===== config.mk =====
export PLATFORM = sky130hd
export DESIGN_NAME = espi_target_responder_flat
export DESIGN_NICKNAME = d
export VERILOG_FILES = /design/src/rtl/espi_target_responder_pkg.sv /design/src/rtl/espi_target_responder_if.sv /design/src/rtl/espi_target_responder_sync_edge.sv /design/src/rtl/espi_target_responder.sv /design/src/flat_wrapper.sv
export SDC_FILE = /design/constraint.sdc
export NUM_CORES = 1
export LEC_CHECK = 0
export ABC_AREA = 1
export CAP_MARGIN = 30
export CORE_MARGIN = 2
export CORE_UTILIZATION = 60
export CTS_CLUSTER_DIAMETER = 120
export DETAILED_ROUTE_END_ITERATION = 8
export PLACE_DENSITY = 0.8
export SYNTH_ARGS = -nofsm -noshare
export SYNTH_HDL_FRONTEND = slang
export SYNTH_SLANG_ARGS = --single-unit
export TNS_END_PERCENT = 20

===== constraint.sdc =====
create_clock -name i_clk -period 2.9 [get_ports i_clk]
set_input_delay 0.58 -clock i_clk [delete_from_list [all_inputs] [get_ports i_clk]]
set_output_delay 0.58 -clock i_clk [all_outputs]
set_load 0.01 [all_outputs]

===== src/rtl/espi_target_responder_pkg.sv =====
// rtl/espi_target_responder_pkg.sv - shared encodings for the eSPI target responder
package espi_target_responder_pkg;

    localparam logic [2:0] ST_IDLE  = 3'd0;
    localparam logic [2:0] ST_CMD   = 3'd1;
    localparam logic [2:0] ST_WDATA = 3'd2;
    localparam logic [2:0] ST_TAR   = 3'd3;
    localparam logic [2:0] ST_RDATA = 3'd4;
    localparam logic [2:0] ST_DONE  = 3'd5;
    localparam logic [2:0] ST_HOLD  = 3'd6;

    localparam logic [1:0] CMD_READ     = 2'b01;
    localparam logic [1:0] CMD_WRITE    = 2'b10;
    localparam logic [7:0] ACK_CODE_DEF = 8'h0F;
    localparam int         ADDR_MSB     = 3;
    localparam int         ADDR_LSB     = 2;

    typedef enum logic [1:0] {
        OP_ILLEGAL = 2'd0,
        OP_READ    = 2'd1,
        OP_WRITE   = 2'd2
    } cmd_op_e;

    function automatic cmd_op_e decode_cmd(input logic [1:0] op_bits);
        if (op_bits == CMD_READ)
            return OP_READ;
        else if (op_bits == CMD_WRITE)
            return OP_WRITE;
        else
            return OP_ILLEGAL;
    endfunction

endpackage


===== src/rtl/espi_target_responder_if.sv =====
// rtl/espi_target_responder_if.sv - single-IO eSPI link between master and target
interface espi_target_responder_if;
    logic sclk;
    logic cs_n;
    logic io0_in;
    logic io0_out;
    logic io0_oe;

    modport master (
        output sclk,
        output cs_n,
        output io0_in,
        input  io0_out,
        input  io0_oe
    );

    modport slave (
        input  sclk,
        input  cs_n,
        input  io0_in,
        output io0_out,
        output io0_oe
    );
endinterface


===== src/rtl/espi_target_responder_sync_edge.sv =====
// rtl/espi_target_responder_sync_edge.sv - multi-stage synchroniser with rise/fall pulses
module espi_target_responder_sync_edge #(
    parameter int   STAGES  = 2,
    parameter logic RST_VAL = 1'b0
) (
    input  logic i_clk,
    input  logic i_reset_n,
    input  logic i_d,
    output logic o_rise,
    output logic o_fall
);

    logic [STAGES-1:0] r_sync;
    logic              r_prev;

    always_ff @(posedge i_clk or negedge i_reset_n) begin
        if (!i_reset_n) begin
            r_sync <= {STAGES{RST_VAL}};
            r_prev <= RST_VAL;
        end else begin
            r_sync <= {r_sync[STAGES-2:0], i_d};
            r_prev <= r_sync[STAGES-1];
        end
    end

    assign o_rise = r_sync[STAGES-1] & ~r_prev;
    assign o_fall = ~r_sync[STAGES-1] & r_prev;

endmodule


===== src/rtl/espi_target_responder.sv =====
// rtl/espi_target_responder.sv - eSPI single-IO target with a small read/write register bank
module espi_target_responder
    import espi_target_responder_pkg::*;
#(
    parameter int         NUM_REGS    = 4,
    parameter int         TAR_CYCLES  = 2,
    parameter int         SYNC_STAGES = 2,
    parameter logic [7:0] ACK_CODE    = ACK_CODE_DEF,
    parameter logic [7:0] REG_RST_VAL = 8'h00
) (
    input  logic                    i_clk,
    input  logic                    i_reset_n,
    espi_target_responder_if.slave  link,
    input  logic [1:0]              i_reg_rd_addr,
    output logic [7:0]              o_reg_rd_data,
    output logic                    o_xfer_done,
    output logic                    o_err_illegal,
    output logic                    o_busy
);

    localparam logic [2:0] TAR_LAST = 3'(TAR_CYCLES);

    logic w_sclk_rise, w_sclk_fall, w_cs_rise, w_cs_fall;
    logic w_io0_s;
    logic [7:0] w_rx_byte;
    logic [1:0] w_rx_addr;
    cmd_op_e    w_op;
    logic       w_last_bit;

    logic [SYNC_STAGES-1:0] r_io0_sync;
    logic [2:0] r_state;
    logic [2:0] r_bit_cnt;
    logic [7:0] r_shift;
    logic [7:0] r_tx;
    logic [1:0] r_addr;
    logic       r_io0_out;
    logic       r_io0_oe;
    logic       r_xfer_done;
    logic       r_err_illegal;
    logic [7:0] r_regs [4];

    espi_target_responder_sync_edge #(.STAGES(SYNC_STAGES), .RST_VAL(1'b0)) u_sclk_sync (
        .i_clk     (i_clk),
        .i_reset_n (i_reset_n),
        .i_d       (link.sclk),
        .o_rise    (w_sclk_rise),
        .o_fall    (w_sclk_fall)
    );

    espi_target_responder_sync_edge #(.STAGES(SYNC_STAGES), .RST_VAL(1'b1)) u_cs_sync (
        .i_clk     (i_clk),
        .i_reset_n (i_reset_n),
        .i_d       (link.cs_n),
        .o_rise    (w_cs_rise),
        .o_fall    (w_cs_fall)
    );

    // io0 goes through the same depth as sclk so the sample on a rise pulse lines up
    always_ff @(posedge i_clk or negedge i_reset_n) begin
        if (!i_reset_n)
            r_io0_sync <= '0;
        else
            r_io0_sync <= {r_io0_sync[SYNC_STAGES-2:0], link.io0_in};
    end

    assign w_io0_s    = r_io0_sync[SYNC_STAGES-1];
    assign w_rx_byte  = {r_shift[6:0], w_io0_s};
    assign w_rx_addr  = w_rx_byte[ADDR_MSB:ADDR_LSB];
    assign w_op       = decode_cmd(w_rx_byte[1:0]);
    assign w_last_bit = (r_bit_cnt == 3'd7);

    always_ff @(posedge i_clk or negedge i_reset_n) begin
        if (!i_reset_n) begin
            r_state       <= ST_IDLE;
            r_bit_cnt     <= 3'd0;
            r_shift       <= 8'h00;
            r_tx          <= 8'h00;
            r_addr        <= 2'd0;
            r_io0_out     <= 1'b0;
            r_io0_oe      <= 1'b0;
            r_xfer_done   <= 1'b0;
            r_err_illegal <= 1'b0;
            for (int i = 0; i < 4; i++)
                r_regs[i] <= REG_RST_VAL;
        end else begin
            r_xfer_done   <= 1'b0;
            r_err_illegal <= 1'b0;
            // Chip-select release aborts anything in flight; only DONE counts as completion
            if (r_state != ST_IDLE && w_cs_rise) begin
                r_io0_oe  <= 1'b0;
                r_io0_out <= 1'b0;
                r_state   <= ST_IDLE;
                if (r_state == ST_DONE)
                    r_xfer_done <= 1'b1;
            end else begin
                case (r_state)
                    ST_IDLE: begin
                        if (w_cs_fall) begin
                            r_state   <= ST_CMD;
                            r_bit_cnt <= 3'd0;
                        end
                    end
                    ST_CMD: begin
                        if (w_sclk_rise) begin
                            r_shift   <= w_rx_byte;
                            r_bit_cnt <= r_bit_cnt + 3'd1;
                            if (w_last_bit) begin
                                r_addr <= w_rx_addr;
                                case (w_op)
                                    OP_READ: begin
                                        r_tx    <= r_regs[w_rx_addr];
                                        r_state <= ST_TAR;
                                    end
                                    OP_WRITE: r_state <= ST_WDATA;
                                    default: begin
                                        r_err_illegal <= 1'b1;
                                        r_state       <= ST_HOLD;
                                    end
                                endcase
                            end
                        end
                    end
                    ST_WDATA: begin
                        if (w_sclk_rise) begin
                            r_shift   <= w_rx_byte;
                            r_bit_cnt <= r_bit_cnt + 3'd1;
                            if (w_last_bit) begin
                                if ({1'b0, r_addr} < 3'(NUM_REGS))
                                    r_regs[r_addr] <= w_rx_byte;
                                r_tx    <= ACK_CODE;
                                r_state <= ST_TAR;
                            end
                        end
                    end
                    // The first fall here closes the last received bit; TAR periods run fall to fall
                    ST_TAR: begin
                        if (w_sclk_fall) begin
                            if (r_bit_cnt == TAR_LAST) begin
                                r_io0_oe  <= 1'b1;
                                r_io0_out <= r_tx[7];
                                r_tx      <= {r_tx[6:0], 1'b0};
                                r_bit_cnt <= 3'd0;
                                r_state   <= ST_RDATA;
                            end else begin
                                r_bit_cnt <= r_bit_cnt + 3'd1;
                            end
                        end
                    end
                    ST_RDATA: begin
                        if (w_sclk_fall) begin
                            r_bit_cnt <= r_bit_cnt + 3'd1;
                            if (w_last_bit) begin
                                r_io0_oe  <= 1'b0;
                                r_io0_out <= 1'b0;
                                r_state   <= ST_DONE;
                            end else begin
                                r_io0_out <= r_tx[7];
                                r_tx      <= {r_tx[6:0], 1'b0};
                            end
                        end
                    end
                    ST_DONE, ST_HOLD: ;
                    default: r_state <= ST_IDLE;
                endcase
            end
        end
    end

    assign link.io0_out  = r_io0_out;
    assign link.io0_oe   = r_io0_oe;
    assign o_xfer_done   = r_xfer_done;
    assign o_err_illegal = r_err_illegal;
    assign o_busy        = (r_state != ST_IDLE);
    assign o_reg_rd_data = ({1'b0, i_reg_rd_addr} < 3'(NUM_REGS)) ? r_regs[i_reg_rd_addr] : 8'h00;

endmodule


===== src/flat_wrapper.sv =====
// flat-port wrapper written by rule: the top's interface ports become plain ports
module espi_target_responder_flat import espi_target_responder_pkg::*;
#(
    parameter int         NUM_REGS    = 4,
    parameter int         TAR_CYCLES  = 2,
    parameter int         SYNC_STAGES = 2,
    parameter logic [7:0] ACK_CODE    = ACK_CODE_DEF,
    parameter logic [7:0] REG_RST_VAL = 8'h00
)
  (i_clk, i_reset_n, i_reg_rd_addr, o_reg_rd_data, o_xfer_done, o_err_illegal, o_busy, link_sclk, link_cs_n, link_io0_in, link_io0_out, link_io0_oe);
  espi_target_responder_if link_i ();
  input  logic i_clk;
  input  logic i_reset_n;
  input  logic [1:0] i_reg_rd_addr;
  output logic [7:0] o_reg_rd_data;
  output logic o_xfer_done;
  output logic o_err_illegal;
  output logic o_busy;
  input wire logic [$bits(link_i.sclk)-1:0] link_sclk;
  input wire logic [$bits(link_i.cs_n)-1:0] link_cs_n;
  input wire logic [$bits(link_i.io0_in)-1:0] link_io0_in;
  output wire logic [$bits(link_i.io0_out)-1:0] link_io0_out;
  output wire logic [$bits(link_i.io0_oe)-1:0] link_io0_oe;
  assign link_i.sclk = link_sclk;
  assign link_i.cs_n = link_cs_n;
  assign link_i.io0_in = link_io0_in;
  assign link_io0_out = link_i.io0_out;
  assign link_io0_oe = link_i.io0_oe;
  espi_target_responder #(.NUM_REGS(NUM_REGS), .TAR_CYCLES(TAR_CYCLES), .SYNC_STAGES(SYNC_STAGES), .ACK_CODE(ACK_CODE), .REG_RST_VAL(REG_RST_VAL)) u_core (.i_clk(i_clk), .i_reset_n(i_reset_n), .link(link_i), .i_reg_rd_addr(i_reg_rd_addr), .o_reg_rd_data(o_reg_rd_data), .o_xfer_done(o_xfer_done), .o_err_illegal(o_err_illegal), .o_busy(o_busy));
endmodule

-- Word level (Yosys, flattened, before mapping)
Cells that the tools add are included.
- add/subtract/negate cells: 1
- $lt $le $gt $ge: 4
- equality and inequality tests: 33
- muxes and demuxes: 58
- bitwise operators: 12
- reduce and logical (&&, ||, !) cells: 18
- operators with widths (kind ; count):
    2-to-1 mux 8 bit ; 14
    2-to-1 mux 3 bit ; 15
    binary-select mux 8 bit (select 2 bit) ; 2
    bitwise mux 32 bit ; 1
    case mux 8 bit (4 select lines) ; 1
    case mux 3 bit (6 select lines) ; 1
    2-to-1 mux 1 bit ; 17
    demux 8 bit (select 2 bit) ; 1
    inequality test 3 x 2 -> 1 bit (second input constant) ; 5
    == test 3 bit (second input constant) ; 4
    inequality test 2 x 1 -> 1 bit (second input constant) ; 6
    inequality test 2 bit (second input constant) ; 6
    inequality test 3 x 1 -> 1 bit (second input constant) ; 4
    case mux 3 bit (4 select lines) ; 1
    AND reduction 4 bit ; 3
    AND reduction 11 bit ; 1
    AND reduction 10 bit ; 1
    == test 3 x 2 -> 1 bit (second input constant) ; 3
    greater-or-equal comparator 3 bit (second input constant) ; 3
    NOT 2 -> 3 bit ; 3
    nonzero test 4 bit ; 2
    case mux 3 bit (2 select lines) ; 1
    AND reduction 6 bit ; 1
    nonzero test 3 bit ; 2
    other kinds (14) ; 28
- register bits: 67
- input port bits: 7
- output and inout bits: 13

-- Longest topological paths before layout
Gate-level depths: netlist (run 1).
- word-level depth: 10
- mapped depth: 10
- depth with buffers taken out: 10

-- By module
A second synthesis (run 1) with hierarchy kept.
- cells, all modules: 434
- area total of the unflattened synthesis: 3565.9 um2
- modules (own cells, without submodules) (module ; instances ; cells an instance ; area each (um2) ; sequential area each (um2)):
    espi_target_responder ; 1 ; 420 ; 3382.0 ; 1526.5
    espi_target_responder_sync_edge at u_core.u_cs_sync ; 1 ; 7 ; 93.8 ; 78.8
    espi_target_responder_sync_edge at u_core.u_sclk_sync ; 1 ; 7 ; 90.1 ; 75.1

-- Least setup slack after synthesis (run 1)
Ideal clock, no wire load.
- path type: input-to-output
- start: in i_reg_rd_addr[1]
- end: out o_reg_rd_data[1]
- arrival time: 1233 ps
- required time: 2320 ps
- slack: 1087 ps
- stages: 4
- path buffers: 1
- path through: inv_1 > clkbuf_1 > o21ai_0 > o22ai_1
- word-level cells in the longest chain between the ends: 4
- ends and longest elaborated chain (item ; line ; text):
    start, declared ; flat_wrapper.sv:14 ; input logic [1:0] i_reg_rd_addr;
    NOT 2 -> 3 bit (implied by the code) ; espi_target_responder.sv:174 ; assign o_reg_rd_data = ({1'b0, i_reg_rd_addr} < 3'(NUM_REGS)) ? r_regs[i_reg_rd_addr] : 8'h00;
    binary-select mux 8 bit (select 2 bit) ; espi_target_responder.sv:174 ;
    2-to-1 mux 8 bit (implied by the code) (2 in series) ; espi_target_responder.sv:174 ;
    end, declared ; flat_wrapper.sv:15 ; output logic [7:0] o_reg_rd_data;
Every way passes these cells. The select of a mux whose other input is x is not followed.

-- Final worst setup path (run 1)
- start: in i_reg_rd_addr[0]
- end: out o_reg_rd_data[4]
Same word-level chain as after synthesis.

==> results of run 1 <==
==> state kept, by name (all words and copies together) (netlist names) <==
signal and cells:
u_core.link.io0_out 1, u_core.o_xfer_done 1, u_core.u_cs_sync.r_sync 2, u_core.r_shift 7, u_core.r_state 3, u_core.u_cs_sync.r_prev 1, u_core.r_regs 32, u_core.r_bit_cnt 3
u_core.link.io0_oe 1, u_core.r_io0_sync 2, u_core.u_sclk_sync.r_prev 1, u_core.r_tx 8, u_core.o_err_illegal 1, u_core.u_sclk_sync.r_sync 2, u_core.r_addr 2
==> power groups by stage <==
stage / Sequential [mW] / Clock [mW] / Combinational, mW
global route: 1.22 / 0.934 / 1.62
CTS: 1.20 / 0.901 / 1.43
global placement: 1.21 / 0 / 1.37
finish: 1.20 / 0.891 / 1.44
detailed placement: 1.22 / 0 / 1.41
floorplan: 1.18 / 0 / 1.10
==> synth_stat cells (all sizes together) <==
cell type and count:
nand2 181, dfrtp 64, o21ai 56, nor2 35, inv 33, nand3 27, a21oi 25, buf 7
clkbuf 7, nand4 6, ha 5, dfstp 3, clkinv 2, nor3 2, o22ai 2, nand3b 1
o21a 1
==> placed cells by master, fill, tap and decap left out, types with 3 or more instances in the layout <==
cell             Yosys  layout
nand2_1            172     172
dfrtp_1             64      64
inv_1               30      29
nor2_1              26      26
nand3_1             24      24
a21oi_1             23      23
o21ai_2             23      23
o21ai_1             18      18
o21ai_0             15      15
clkdlybuf4s50_1      0      11
clkbuf_8             0      10
buf_4                1       9
nand2_2              7       7
dlymetal6s2s_1       0       7
nor2_2               5       5
ha_1                 5       5
nand4_1              4       4
inv_2                3       3
dfstp_2              3       3
==> metrics by stage <==
step	util (%)	TNS, ns	hold slack [ns]	worst slack [ns]
6_report	70.9	0	0.286	0.0406
5_1_grt	70.9	-0.0280	0.347	-0.0280
4_1_cts	69.9	0	0.297	0.0207
3_5_place_dp	66.0	0	0.336	0.0259
3_3_place_gp	66.0	0	0.334	0.0906
2_1_floorplan	-	0	0.284	1.09
==> final timing paths <==
kind | start | cells after the start | slack [ns] | to
min in group i_clk | u_core.u_cs_sync.r_sync[0] | 0 | 0.36 | u_core.u_cs_sync.r_sync[1]
max in group asynchronous | i_reset_n | 2 | 1.91 | u_core.u_cs_sync.r_prev
setup reg to reg | u_core.r_bit_cnt[1] | 7 | 1.00 | u_core.r_regs[18]
hold / removal | i_reset_n | 1 | 0.29 | u_core.r_regs[19]
hold reg to reg | u_core.u_cs_sync.r_sync[0] | 0 | 0.36 | u_core.u_cs_sync.r_sync[1]
setup / recovery | i_reg_rd_addr[0] | 7 | 0.04 | o_reg_rd_data[4]
==> what timing repair did <==
action | 4_1_cts | 5_1_grt
buffers inserted | 0 | 6
setup endpoints to repair | 0 | 7
gates resized for setup | 0 | 8
==> worst max-delay path: stages <==
cell and delay, ns:
clkdlybuf4s50_1 0.47, clkinvlp_4 0.16, buf_2 0.20, buf_4 0.13, nand2_1 0.04, a21oi_1 0.15
clkdlybuf4s50_1 0.56
==> kinds of logic after synthesis <==
kind of cell | after synthesis | synth area share (%)
simple gates | 252 | 31.7
compound gates | 84 | 14.5
flops | 67 | 46.2
buf+inv | 49 | 5.91
fa+ha+maj | 5 | 1.72
==> cell type report <==
class	instances	area, um2
Multi-Input combinational cell	341	1740
Fill cell	458	1710
Sequential cell	67	1680
Timing Repair Buffer	30	295
Clock buffer	11	141
Inverter	35	136
Tap cell	75	93.8
Clock inverter	5	85.1
==> layer usage <==
metal	part of all wire, %	wire (um)	track usage, %
met2	47	3790	40.4
met1	45	3700	36.4
met5	0	0	0
met3	4.7	385	4.07
met4	3.2	263	13.8
==> run_summary.xml, run 1 <==
<?xml version="1.0" encoding="UTF-8"?>
<metrics>
  <group name="run_status">
    <metric name="outcome" unit="">completed</metric>
  </group>
  <group name="sta">
    <metric name="achievable-frequency" unit="MHz">350</metric>
    <metric name="fin_crit" unit="ns">2.86</metric>
    <metric name="hold_viol_final" unit="">0</metric>
    <metric name="max_slew.worst_pin.slew" unit="ns">0.723</metric>
    <metric name="setup-violations-final" unit="">0</metric>
    <metric name="slew_headroom" unit="%">51.8</metric>
    <metric name="final_min_period_over_clock_period" unit="%">98.6</metric>
    <metric name="slew_violations" unit="">0</metric>
    <metric name="worst_clock_skew" unit="ns">0.00685</metric>
  </group>
  <group name="power">
    <metric name="cell_internal_pwr" unit="mW">2.03</metric>
    <metric name="p_switching" unit="mW">1.50</metric>
    <metric name="comb_power_share" unit="%">40.8</metric>
    <metric name="share_seq_of_total_power" unit="%">34.0</metric>
    <metric name="ir_worst_vdd" unit="mV">0.492</metric>
    <metric name="power.share.switching" unit="%">42.6</metric>
    <metric name="clock_power_share" unit="%">25.2</metric>
    <metric name="total_leakage_power" unit="nW">2.10</metric>
    <metric name="totalPowerFinal" unit="mW">3.53</metric>
    <metric name="total_power_density_per_cell_area" unit="mW/mm2">846</metric>
  </group>
  <group name="layout">
    <metric name="finalNonFillerCells" unit="">564</metric>
    <metric name="final_design_area_no_fill" unit="mm2">0.00418</metric>
    <metric name="drive_above_1_share" unit="%">17.0</metric>
    <metric name="antenna_cells_inserted" unit="">0</metric>
    <metric name="area_delta_synth_final" unit="%">14.8</metric>
    <metric name="num-nets-final" unit="">496</metric>
  </group>
  <group name="worst_setup_path">
    <metric name="worstSetupEndpointType" unit="">output pin</metric>
    <metric name="worstPathRequired" unit="ns">2.32</metric>
    <metric name="crit_arrival" unit="ns">2.28</metric>
    <metric name="critPathLaunchType" unit="">input port</metric>
    <metric name="timing.critical_path.fanout_max" unit="">7</metric>
    <metric name="criticalPathCategory" unit="">input port to output pin</metric>
  </group>
  <group name="cts">
    <metric name="hold_buffers" unit="">0</metric>
    <metric name="clock_latency" unit="ns">0.35</metric>
    <metric name="cts_inserted_buffers" unit="">9</metric>
    <metric name="root_buffer" unit="">clkbuf_8</metric>
    <metric name="post_cts_clock_slew_at_the_launch_and_capture_registers_of_the_worst_setup_and_hold_paths" unit="ns">0.07</metric>
    <metric name="ctsHtreeMaxLevel" unit="">3</metric>
    <metric name="clock_sinks" unit="">67</metric>
    <metric name="tritoncts" unit="">built</metric>
    <metric name="clock_tree.buffer_depth" unit="">2</metric>
  </group>
  <group name="yosys">
    <metric name="netlist_top_cells_area" unit="">dfrtp_1 44%, nand2_1 18%, o21ai_2 5.5%</metric>
    <metric name="ys_warn_count" unit="">0</metric>
    <metric name="netlist_area" unit="mm2">0.00364</metric>
    <metric name="yosys.area.top_type_share" unit="%">44.0</metric>
    <metric name="yosys_register_bits" unit="">67</metric>
    <metric name="synth_cell_type_count" unit="">33</metric>
    <metric name="ys_seq_area_share" unit="%">46.2</metric>
    <metric name="mappedNetlistNets" unit="">469</metric>
    <metric name="postSynthCellCount" unit="">457</metric>
    <metric name="synth_area_per_cell" unit="um2">7.96</metric>
    <metric name="synth_top_area_cell" unit="">dfrtp_1</metric>
  </group>
  <group name="die">
    <metric name="start_util" unit="%">61.8</metric>
    <metric name="design.portCount" unit="">20</metric>
    <metric name="die_h" unit="um">81.9</metric>
    <metric name="total_die_area" unit="mm2">0.00670</metric>
    <metric name="die_width" unit="um">81.9</metric>
    <metric name="std_cell_rows" unit="">28</metric>
    <metric name="coreArea" unit="mm2">0.00589</metric>
  </group>
  <group name="global_route">
    <metric name="grt_pass1_wl" unit="um">13400</metric>
    <metric name="initial_antenna_violation_count" unit="">0</metric>
    <metric name="via_count_of_the_first_global_routing_pass" unit="">2848</metric>
    <metric name="global_route.usage.total" unit="%">26.4</metric>
    <metric name="remaining_global_route_overflow" unit="">0</metric>
    <metric name="grt_start_max_net_pins" unit="">38</metric>
  </group>
  <group name="drt">
    <metric name="post_drt_via_cell_ratio" unit="">5.58</metric>
    <metric name="via_count" unit="">3148</metric>
    <metric name="per_cell_routed_wire_length" unit="um">14.4</metric>
    <metric name="drc_errors" unit="">0</metric>
    <metric name="drt_iter0_markers" unit="">328</metric>
    <metric name="wirelength" unit="um">8150</metric>
    <metric name="first_pass_iters" unit="">5</metric>
    <metric name="ant_nets" unit="">0</metric>
  </group>
  <group name="place">
    <metric name="place.detailed.instances" unit="">542</metric>
    <metric name="hpwlAfterDp" unit="um">5550</metric>
    <metric name="numPortBuffers" unit="">19</metric>
    <metric name="place_area" unit="mm2">0.00388</metric>
    <metric name="routabilityCongestion" unit="">0.856</metric>
  </group>
  <group name="flow_run">
    <metric name="maxCapViolCount" unit="">0</metric>
  </group>
  <group name="min_path">
    <metric name="hold_path.class" unit="">input port to asynchronous set/reset pin</metric>
  </group>
</metrics>
Note: power is estimated with default switching activity, not from simulation.
==> inputs of run 2 (changes only) <==
--- a/config.mk
+++ b/config.mk
@@ -6,6 +6,7 @@
 export NUM_CORES = 1
 export LEC_CHECK = 0
 export ABC_AREA = 1
+export ABC_CLOCK_PERIOD_IN_PS = 2900
 export CAP_MARGIN = 30
 export CORE_MARGIN = 2
 export CORE_UTILIZATION = 60
==> results of run 2 <==
The final DEF is identical to that of run 1; final timing and power are the same.
==> inputs of run 3 (changes only) <==
--- a/config.mk
+++ b/config.mk
@@ -6,9 +6,9 @@
 export NUM_CORES = 1
 export LEC_CHECK = 0
 export ABC_AREA = 1
-export ABC_CLOCK_PERIOD_IN_PS = 2900
+export ABC_CLOCK_PERIOD_IN_PS = 2800
 export CAP_MARGIN = 30
-export CORE_MARGIN = 2
+export CORE_MARGIN = 5
 export CORE_UTILIZATION = 60
 export CTS_CLUSTER_DIAMETER = 120
 export DETAILED_ROUTE_END_ITERATION = 8
==> constraint.sdc (replaced) <==
create_clock -name i_clk -period 2.8 [get_ports i_clk]
set_input_delay 0.56 -clock i_clk [delete_from_list [all_inputs] [get_ports i_clk]]
set_output_delay 0.56 -clock i_clk [all_outputs]
set_load 0.01 [all_outputs]
==> run_summary.xml, run 3 (same netlist as run 1, synthesis figures left out) <==
<?xml version="1.0" encoding="UTF-8"?>
<metrics>
  <group name="run_status">
    <metric name="outcome" unit="">completed</metric>
  </group>
  <group name="die">
    <metric name="die_width" unit="um">87.9</metric>
    <metric name="die_h" unit="um">87.9</metric>
    <metric name="std_cell_rows" unit="">28</metric>
    <metric name="total_die_area" unit="mm2">0.00772</metric>
    <metric name="coreArea" unit="mm2">0.00592</metric>
    <metric name="design.portCount" unit="">20</metric>
    <metric name="start_util" unit="%">61.5</metric>
  </group>
  <group name="sta">
    <metric name="max_slew.worst_pin.slew" unit="ns">0.618</metric>
    <metric name="worst_hold_slack" unit="ns">0.291</metric>
    <metric name="achievable-frequency" unit="MHz">372</metric>
    <metric name="grt_setup_unrepaired" unit="">true</metric>
    <metric name="final_min_period_over_clock_period" unit="%">96.1</metric>
    <metric name="slew_violations" unit="">0</metric>
    <metric name="slew_headroom" unit="%">58.7</metric>
    <metric name="tns" unit="ns">0</metric>
    <metric name="hold_viol_final" unit="">0</metric>
    <metric name="worst_clock_skew" unit="ns">0.00794</metric>
    <metric name="setup-violations-final" unit="">0</metric>
    <metric name="fin_crit" unit="ns">2.69</metric>
    <metric name="postLayoutSetupSlackWorst" unit="ns">0.110</metric>
  </group>
  <group name="min_path">
    <metric name="hold_path.class" unit="">input port to asynchronous set/reset pin</metric>
  </group>
  <group name="worst_setup_path">
    <metric name="criticalPathCategory" unit="">input port to output pin</metric>
    <metric name="worst_path_largest_cell_delay" unit="ns">0.55</metric>
    <metric name="worstSetupEndpointType" unit="">output pin</metric>
    <metric name="critPathLaunchType" unit="">input port</metric>
    <metric name="path_cells" unit="">clkdlybuf4s50_1, inv_1, o21ai_0, o22ai_1, clkdlybuf4s50_1</metric>
    <metric name="crit_path_top_delay_cell" unit="">clkdlybuf4s50_1</metric>
    <metric name="timing.critical_path.mode_cell" unit="">clkdlybuf4s50_1</metric>
    <metric name="timing.critical_path.fanout_max" unit="">14</metric>
    <metric name="worstPathRequired" unit="ns">2.24</metric>
    <metric name="crit_arrival" unit="ns">2.13</metric>
  </group>
  <group name="cts">
    <metric name="tritoncts" unit="">built</metric>
    <metric name="clock_sinks" unit="">67</metric>
    <metric name="clock_latency" unit="ns">0.35</metric>
    <metric name="cts_inserted_buffers" unit="">9</metric>
    <metric name="post_cts_clock_slew_at_the_launch_and_capture_registers_of_the_worst_setup_and_hold_paths" unit="ns">0.08</metric>
    <metric name="root_buffer" unit="">clkbuf_8</metric>
    <metric name="ctsHtreeMaxLevel" unit="">3</metric>
    <metric name="clock_tree.buffer_depth" unit="">2</metric>
    <metric name="cts_post_setup_buffers_inserted" unit="">0</metric>
  </group>
  <group name="layout">
    <metric name="utilization" unit="%">69.0</metric>
    <metric name="drive_above_1_share" unit="%">16.3</metric>
    <metric name="antenna_cells_inserted" unit="">0</metric>
    <metric name="final_design_area_no_fill" unit="mm2">0.00409</metric>
    <metric name="layout_top_registers" unit="">u_core.r_regs x32, u_core.r_tx x8, u_core.r_shift x7</metric>
    <metric name="fillers" unit="">493</metric>
    <metric name="leading_cell_type_in_the_layout_fill_and_taps_excluded" unit="">nand2_1</metric>
    <metric name="area_delta_synth_final" unit="%">12.3</metric>
    <metric name="most_frequent_cells_in_the_layout" unit="">172 x nand2_1, 64 x dfrtp_1, 29 x inv_1</metric>
    <metric name="largest_register_ff_count" unit="">32</metric>
    <metric name="top_register" unit="">u_core.r_regs</metric>
    <metric name="multi_input_comb_area" unit="mm2">0.00174</metric>
    <metric name="finalNonFillerCells" unit="">560</metric>
    <metric name="num-nets-final" unit="">492</metric>
    <metric name="final-seq-area" unit="mm2">0.00168</metric>
  </group>
  <group name="drt">
    <metric name="first_pass_iters" unit="">7</metric>
    <metric name="per_cell_routed_wire_length" unit="um">14.2</metric>
    <metric name="ant_nets" unit="">0</metric>
    <metric name="drt_iter0_markers" unit="">254</metric>
    <metric name="wirelength" unit="um">7950</metric>
    <metric name="via_count" unit="">3092</metric>
    <metric name="drc_errors" unit="">0</metric>
    <metric name="post_drt_via_cell_ratio" unit="">5.52</metric>
  </group>
  <group name="place">
    <metric name="hpwlAfterDp" unit="um">5690</metric>
    <metric name="numPortBuffers" unit="">19</metric>
    <metric name="routabilityCongestion" unit="">0.941</metric>
    <metric name="place_area" unit="mm2">0.00389</metric>
    <metric name="dpl_worst_slack" unit="ns">0.000597</metric>
    <metric name="place.detailed.instances" unit="">544</metric>
  </group>
  <group name="global_route">
    <metric name="grt_start_max_net_pins" unit="">49</metric>
    <metric name="remaining_global_route_overflow" unit="">0</metric>
    <metric name="via_count_of_the_first_global_routing_pass" unit="">2937</metric>
    <metric name="initial_antenna_violation_count" unit="">0</metric>
    <metric name="global_route.usage.total" unit="%">23.1</metric>
    <metric name="grt_pass1_wl" unit="um">13800</metric>
  </group>
  <group name="power">
    <metric name="total_power_density_per_cell_area" unit="mW/mm2">870</metric>
    <metric name="ir_worst_vdd" unit="mV">0.694</metric>
    <metric name="total_leakage_power" unit="nW">1.96</metric>
    <metric name="totalPowerFinal" unit="mW">3.55</metric>
  </group>
  <group name="flow_run">
    <metric name="maxCapViolCount" unit="">0</metric>
  </group>
</metrics>
## run 3: area by class of cell
cell class	count	share of cell area (%)
clock buffer	10	3.12
multi-input combinational	341	42.7
sequential	67	41.1
timing repair buffer	26	5.82
inverter	35	3.25
tap	75	2.30
clock inverter	6	1.75
## run 3: what timing repair did
item | CTS | global route
hold endpoints to repair | 0 | 0
gates resized for setup | 1 | 0
hold buffers | 0 | 0
endpoints found under the setup margin | 2 | 5
## run 3: metal layers
layer	vias to the layer above	part of all wire, %	track usage, %
li1	1528	-	-
met1	1429	45	30.4
met2	116	48	38.2
met3	19	5.1	3.67
met4	0	2.3	9.34
met5	-	0	0
## run 3: final timing paths
check | depth (start not counted) | end | slack [ns] | start
worst min-delay path | 2 | u_core.r_regs[11] | 0.29 | i_reset_n
worst max-delay path | 5 | o_reg_rd_data[2] | 0.11 | i_reg_rd_addr[1]
worst max register to register | 7 | u_core.r_regs[4] | 0.89 | u_core.r_bit_cnt[1]
min in group i_clk | 0 | u_core.u_sclk_sync.r_sync[1] | 0.35 | u_core.u_sclk_sync.r_sync[0]
worst min register to register | 0 | u_core.u_sclk_sync.r_sync[1] | 0.35 | u_core.u_sclk_sync.r_sync[0]
max in group asynchronous | 3 | u_core.r_shift[4] | 1.79 | i_reset_n
## run 3: power by group
| group | switching [mW] | internal (mW) | total (mW) |
|---|---|---|---|
| combinational | 1.02 | 0.457 | 1.48 |
| sequential | 0.139 | 1.11 | 1.25 |
| clock | 0.406 | 0.421 | 0.827 |
## run 3: worst max-delay path, delay by kind of cell
kind                   cells  cell delay, ns
AO/OA/AOI/OAI              2            0.29
buffers and inverters      3            1.27
